$ cat src/rtl/reg_file_pkg.sv
// Shared sizing and the writeback-buffer entry type for the register file.
// Optional unit-delay timing model: define REG_FILE_TIMING_EN.
package reg_file_pkg;

    localparam int DATA_WIDTH = 8;
    localparam int NUM_REGS   = 8;
    localparam int ADDR_WIDTH = $clog2(NUM_REGS);

    typedef struct packed {
        logic                  valid;
        logic [ADDR_WIDTH-1:0] addr;
        logic [DATA_WIDTH-1:0] data;
    } wb_entry_t;

endpackage

$ cat src/rtl/reg_file_wb_buffer.sv
// One-entry writeback buffer: captures a write each unstalled edge, holds under stall.
// Define REG_FILE_TIMING_EN for a #1 clock-to-state delay.
module wb_buffer
    import reg_file_pkg::*;
(
    input  logic                  i_clk,
    input  logic                  i_rst,
    input  logic                  i_stall,
    input  logic                  i_write,
    input  logic [ADDR_WIDTH-1:0] i_addr,
    input  logic [DATA_WIDTH-1:0] i_data,
    output wb_entry_t             o_entry
);

    wb_entry_t r_entry;
    wb_entry_t w_entry_nxt;

    always_comb begin
        w_entry_nxt = r_entry;
        if (i_rst) begin
            w_entry_nxt = '0;
        end else if (!i_stall) begin
            // Address/data are left stale when idle; only valid gates their use.
            if (i_write) begin
                w_entry_nxt.valid = 1'b1;
                w_entry_nxt.addr  = i_addr;
                w_entry_nxt.data  = i_data;
            end else begin
                w_entry_nxt.valid = 1'b0;
            end
        end
    end

    always_ff @(posedge i_clk) begin
`ifdef REG_FILE_TIMING_EN
        r_entry <= #1 w_entry_nxt;
`else
        r_entry <= w_entry_nxt;
`endif
    end

    assign o_entry = r_entry;

endmodule

$ cat src/rtl/reg_file_wb.sv
// 8x8 register file feeding the ALU, with a bypassed one-entry writeback buffer.
// Define REG_FILE_TIMING_EN for the unit-delay timing model (#1 state, #2 reads).
module reg_file_wb
    import reg_file_pkg::*;
(
    input  logic                  CLK,
    input  logic                  RESET,
    input  logic [DATA_WIDTH-1:0] IN,
    input  logic [ADDR_WIDTH-1:0] INADDRESS,
    input  logic                  WRITE,
    input  logic                  BUSYWAIT,
    input  logic [ADDR_WIDTH-1:0] OUT1ADDRESS,
    input  logic [ADDR_WIDTH-1:0] OUT2ADDRESS,
    output logic [DATA_WIDTH-1:0] OUT1,
    output logic [DATA_WIDTH-1:0] OUT2,
    output logic                  WB_PENDING
);

    wb_entry_t                             w_wb;
    logic [NUM_REGS-1:0][DATA_WIDTH-1:0]   r_regs;
    logic [NUM_REGS-1:0][DATA_WIDTH-1:0]   w_regs_nxt;
    logic [DATA_WIDTH-1:0]                 w_out1;
    logic [DATA_WIDTH-1:0]                 w_out2;

    wb_buffer u_wb_buffer (
        .i_clk   (CLK),
        .i_rst   (RESET),
        .i_stall (BUSYWAIT),
        .i_write (WRITE),
        .i_addr  (INADDRESS),
        .i_data  (IN),
        .o_entry (w_wb)
    );

    // Commit drains the buffer as it stood before this edge's capture.
    always_comb begin
        w_regs_nxt = r_regs;
        if (RESET) begin
            w_regs_nxt = '0;
        end else if (!BUSYWAIT && w_wb.valid) begin
            w_regs_nxt[w_wb.addr] = w_wb.data;
        end
    end

    always_ff @(posedge CLK) begin
`ifdef REG_FILE_TIMING_EN
        r_regs <= #1 w_regs_nxt;
`else
        r_regs <= w_regs_nxt;
`endif
    end

    assign w_out1 = (w_wb.valid && (w_wb.addr == OUT1ADDRESS)) ? w_wb.data : r_regs[OUT1ADDRESS];
    assign w_out2 = (w_wb.valid && (w_wb.addr == OUT2ADDRESS)) ? w_wb.data : r_regs[OUT2ADDRESS];

`ifdef REG_FILE_TIMING_EN
    assign #2 OUT1 = w_out1;
    assign #2 OUT2 = w_out2;
`else
    assign OUT1 = w_out1;
    assign OUT2 = w_out2;
`endif

    assign WB_PENDING = w_wb.valid;

endmodule

$ cat config.mk
export PLATFORM = sky130hd
export DESIGN_NAME = reg_file_wb
export DESIGN_NICKNAME = d
export VERILOG_FILES = /design/src/rtl/reg_file_pkg.sv /design/src/rtl/reg_file_wb_buffer.sv /design/src/rtl/reg_file_wb.sv
export SDC_FILE = /design/constraint.sdc
export NUM_CORES = 1
export LEC_CHECK = 0
export ABC_CLOCK_PERIOD_IN_PS = 2300
export BUFFER_PORTS_ARGS = -buffer_cell sky130_fd_sc_hd__buf_2
export CORE_UTILIZATION = 45
export CTS_CLUSTER_DIAMETER = 100
export DETAILED_ROUTE_END_ITERATION = 10
export MAX_ROUTING_LAYER = met4
export PLACE_DENSITY_LB_ADDON = 0.1
export SYNTH_ARGS = -nofsm -noshare
export SYNTH_HDL_FRONTEND = slang
export SYNTH_HIERARCHICAL = 1
export SYNTH_SLANG_ARGS = --single-unit
$ cat constraint.sdc
create_clock -name CLK -period 2.3 [get_ports CLK]
set_clock_uncertainty 0.15 [all_clocks]
set_input_delay 0.345 -clock CLK [delete_from_list [all_inputs] [get_ports CLK]]
set_output_delay 0.345 -clock CLK [all_outputs]
set_load 0.05 [all_outputs]
==> qor.txt <==
Outcome: finished, violations left
Failing checks: setup timing
Ant diodes: 0
Grt peak-use layer: met2
Total gr overflow: 0
Worst path slowest cell: mux4_2
Worst-case reg-to-reg path depth: 4
Core Region: 9370 um2
Critical Path, Cell by Cell: mux4_2 -> mux2_4 -> mux2_4 -> buf_8
Layout cells sized above 1: 40.2%
Slew headroom: 48.9%
# IOs: 38
Port Buffer Count: 37
Initial Utilization: 47.1%
Main flop type after synthesis: dfxtp_1
Largest net degree at the start of global routing: 36
# fillers: 876
Count leader, synth: dfxtp_1
Yosys warning count: 6
WL final: 13.2 mm
Final Cycle Share: 104%
Nets: 501
Sequential element share of the synthesized area: 34.5%
Async SR Flop Fraction: 0%
First-pass GRT wire length: 20.8 mm
Crit-path most repeated cell: mux2_4
# hold bufs at CTS: 0
Vias: 3754
Root Driver: clkbuf_8
# clock sinks: 76
CP max stage delay: 0.50 ns
Hold slack: 0.110 ns
Switching Share: 26.8%
Num CTS Buffers: 9
P&R area growth vs syn: 20.3%
Commonest cells post-synth: dfxtp_1 (76), o21ai_1 (73), a21oi_1 (64), nand3_1 (64), clkbuf_1 (40)
Row cnt: 35
Global routing usage on met1: 38.5%
Post-synth top area cell: dfxtp_1
Synth unique cells: 31
FMAX: 418 MHz
Die Ht: 101 um
Worst Path Arrival: 1.90 ns
Syn Inst Count: 445
Drt first-iter violations: 349
Lkg Pwr: 1.90 nW
DRT antenna net count: 0
CP Class: register to output pin
Worst-margin pin slew: 0.767 ns
Psw: 714 uW
Initial antenna violation count: 0
VDD IR max: 0.250 mV
Final worst slack: -0.0926 ns
Vias per inst: 6.13
Number of global-route vias before repair: 3669
CTS clk-pin slew, worst paths: 0.08 ns
Setup violators final: 16
Sequential share of power: 50.6%
CP startpoint: r_regs[29]
Synth Cell Area: 4410 um2
Cell-internal power: 1.95 mW
RD Place Congestion: 0.806
H-Tree Depth: 3
Crit path required time: 1.80 ns
Pre-CTS WS: -0.141 ns
Hold Path Class: primary input to register
RSZ-0062 raised after global routing: yes
GRT Resource Usage Total: 28.4%
Synth area leaders: dfxtp_1 (34%), mux4_1 (9.5%), o21ai_1 (8.3%)
Met2 Resource Use GR: 42.8%
Met3 GRT Util: 5.34%
Hold Fails Final Rpt: 0
Number of synthesized register bits: 76
Slew Limit Fails: 0
Drt wl/cell: 21.6 um
Cells on Worst Hold Path: 3
Avg Inst Size Synth: 9.92 um2
DR pass1 iterations: 6
P per Cell Area: 502 nW/um2
Die width: 101 um
Residual DRC: 0
Syn Nets: 466
Crit. End Element: output pin
Final min period: 2.39 ns
Max cap viols: 0
Clk pwr share: 36.8%
CTS tree: built
Yosys top cell area share: 34.5%
Setup crit start kind: register
Hpwl dp: 8.50 mm
EDFF count, synth: 0
Logic pwr share: 12.6%
Die Footprint: 10200 um2
Worst-path maximum fanout: 3
Reg-to-Reg Start: u_wb_buffer/o_entry[10]
Worst hold path startpoint: INADDRESS[1]
Clock latency on the worst-skew pair: 0.35 ns
Max Root-Sink Buffers: 2
==> layout make-up <==
class,instances,area [um2],area share (%)
sequential,76,1560,29.4
tap,129,161,3.04
timing repair buffer,81,823,15.5
multi-input combinational,312,2580,48.7
clock buffer,9,124,2.33
clock inverter,5,55.1,1.04
==> critical path: cells and delay by family, from the launching register on <==
family	cells	cell delay (ns)
buffers and inverters	1	0.15
multiplexers	3	1.06
flip-flops	1	0.34
==> power groups by stage <==
stage	Combinational [mW]	Clock, mW	Sequential (mW)
after global placement	0.297	0	1.38
final	0.336	0.980	1.35
after CTS	0.331	1.00	1.35
after floorplan	0.201	0	1.37
after global routing	0.355	1.06	1.35
after detailed placement	0.300	0	1.38
==> metrics by stage <==
stage                     cells  utilization, %  setup TNS (ns)  instance area, um2  total power, mW
final                       612            56.6          -0.732                5310             2.67
after detailed placement    593            51.5           -1.94                4830             1.68
after floorplan             445               -               0                4410             1.57
after global routing        612            56.6           -1.46                5310             2.77
after CTS                   612            56.2          -0.882                5270             2.68
after global placement      593            51.5           -1.88                4830             1.68
==> kinds of logic after synthesis <==
| kind of cell | count (synthesis) | synth area share (%) |
|---|---|---|
| simple gates | 102 | 14.2 |
| buf+inv | 57 | 6.92 |
| compound gates | 139 | 15.8 |
| xor+xnor | 6 | 1.19 |
| mux | 65 | 27.4 |
| flops | 76 | 34.5 |
==> final timing paths <==
| kind | slack, ns | to |
|---|---|---|
| setup / recovery | -0.09 | OUT2[5] |
| hold / removal | 0.11 | u_wb_buffer/o_entry[9] |
| setup reg to reg | 0.56 | r_regs[10] |
| hold reg to reg | 0.34 | r_regs[19] |
==> sequential cells by signal, summed over array words and instances (netlist names) <==
register / count
r_regs: 64
u_wb_buffer/o_entry: 12
==> cells in the final DEF (no fill, tap or decap), types with 2 or more instances in the layout <==
| cell | synthesis | routed |
|---|---|---|
| a21oi_1 | 64 | 64 |
| buf_12 | 2 | 6 |
| buf_16 | 0 | 3 |
| buf_2 | 8 | 19 |
| buf_4 | 1 | 35 |
| buf_6 | 3 | 2 |
| buf_8 | 2 | 16 |
| clkbuf_8 | 0 | 9 |
| clkinv_2 | 0 | 2 |
| clkinvlp_4 | 0 | 2 |
| dfxtp_1 | 76 | 45 |
| dfxtp_2 | 0 | 31 |
| mux2_2 | 16 | 2 |
| mux2_4 | 16 | 30 |
| mux4_2 | 16 | 32 |
| nand2b_1 | 13 | 13 |
| nand3_1 | 64 | 64 |
| nand4_2 | 2 | 2 |
| nand4bb_1 | 11 | 11 |
| nor2_1 | 2 | 2 |
| nor2b_1 | 2 | 2 |
| o21ai_0 | 2 | 2 |
| o21ai_1 | 73 | 73 |
| xnor2_1 | 6 | 6 |
==> per-layer routing <==
metal,wire (um),vias to the layer above,share of wire [%]
li1,-,1728,-
met1,5780,1851,44
met2,6310,150,48
met3,912,25,6.9
met4,245,0,1.8
met5,0,-,0
==> repair_timing <==
item	CTS	global route
gates resized for setup	91	25
endpoints found under the setup margin	16	16
buffers inserted	2	0
cloned	3	0
Power figures use the tool's default switching activity.
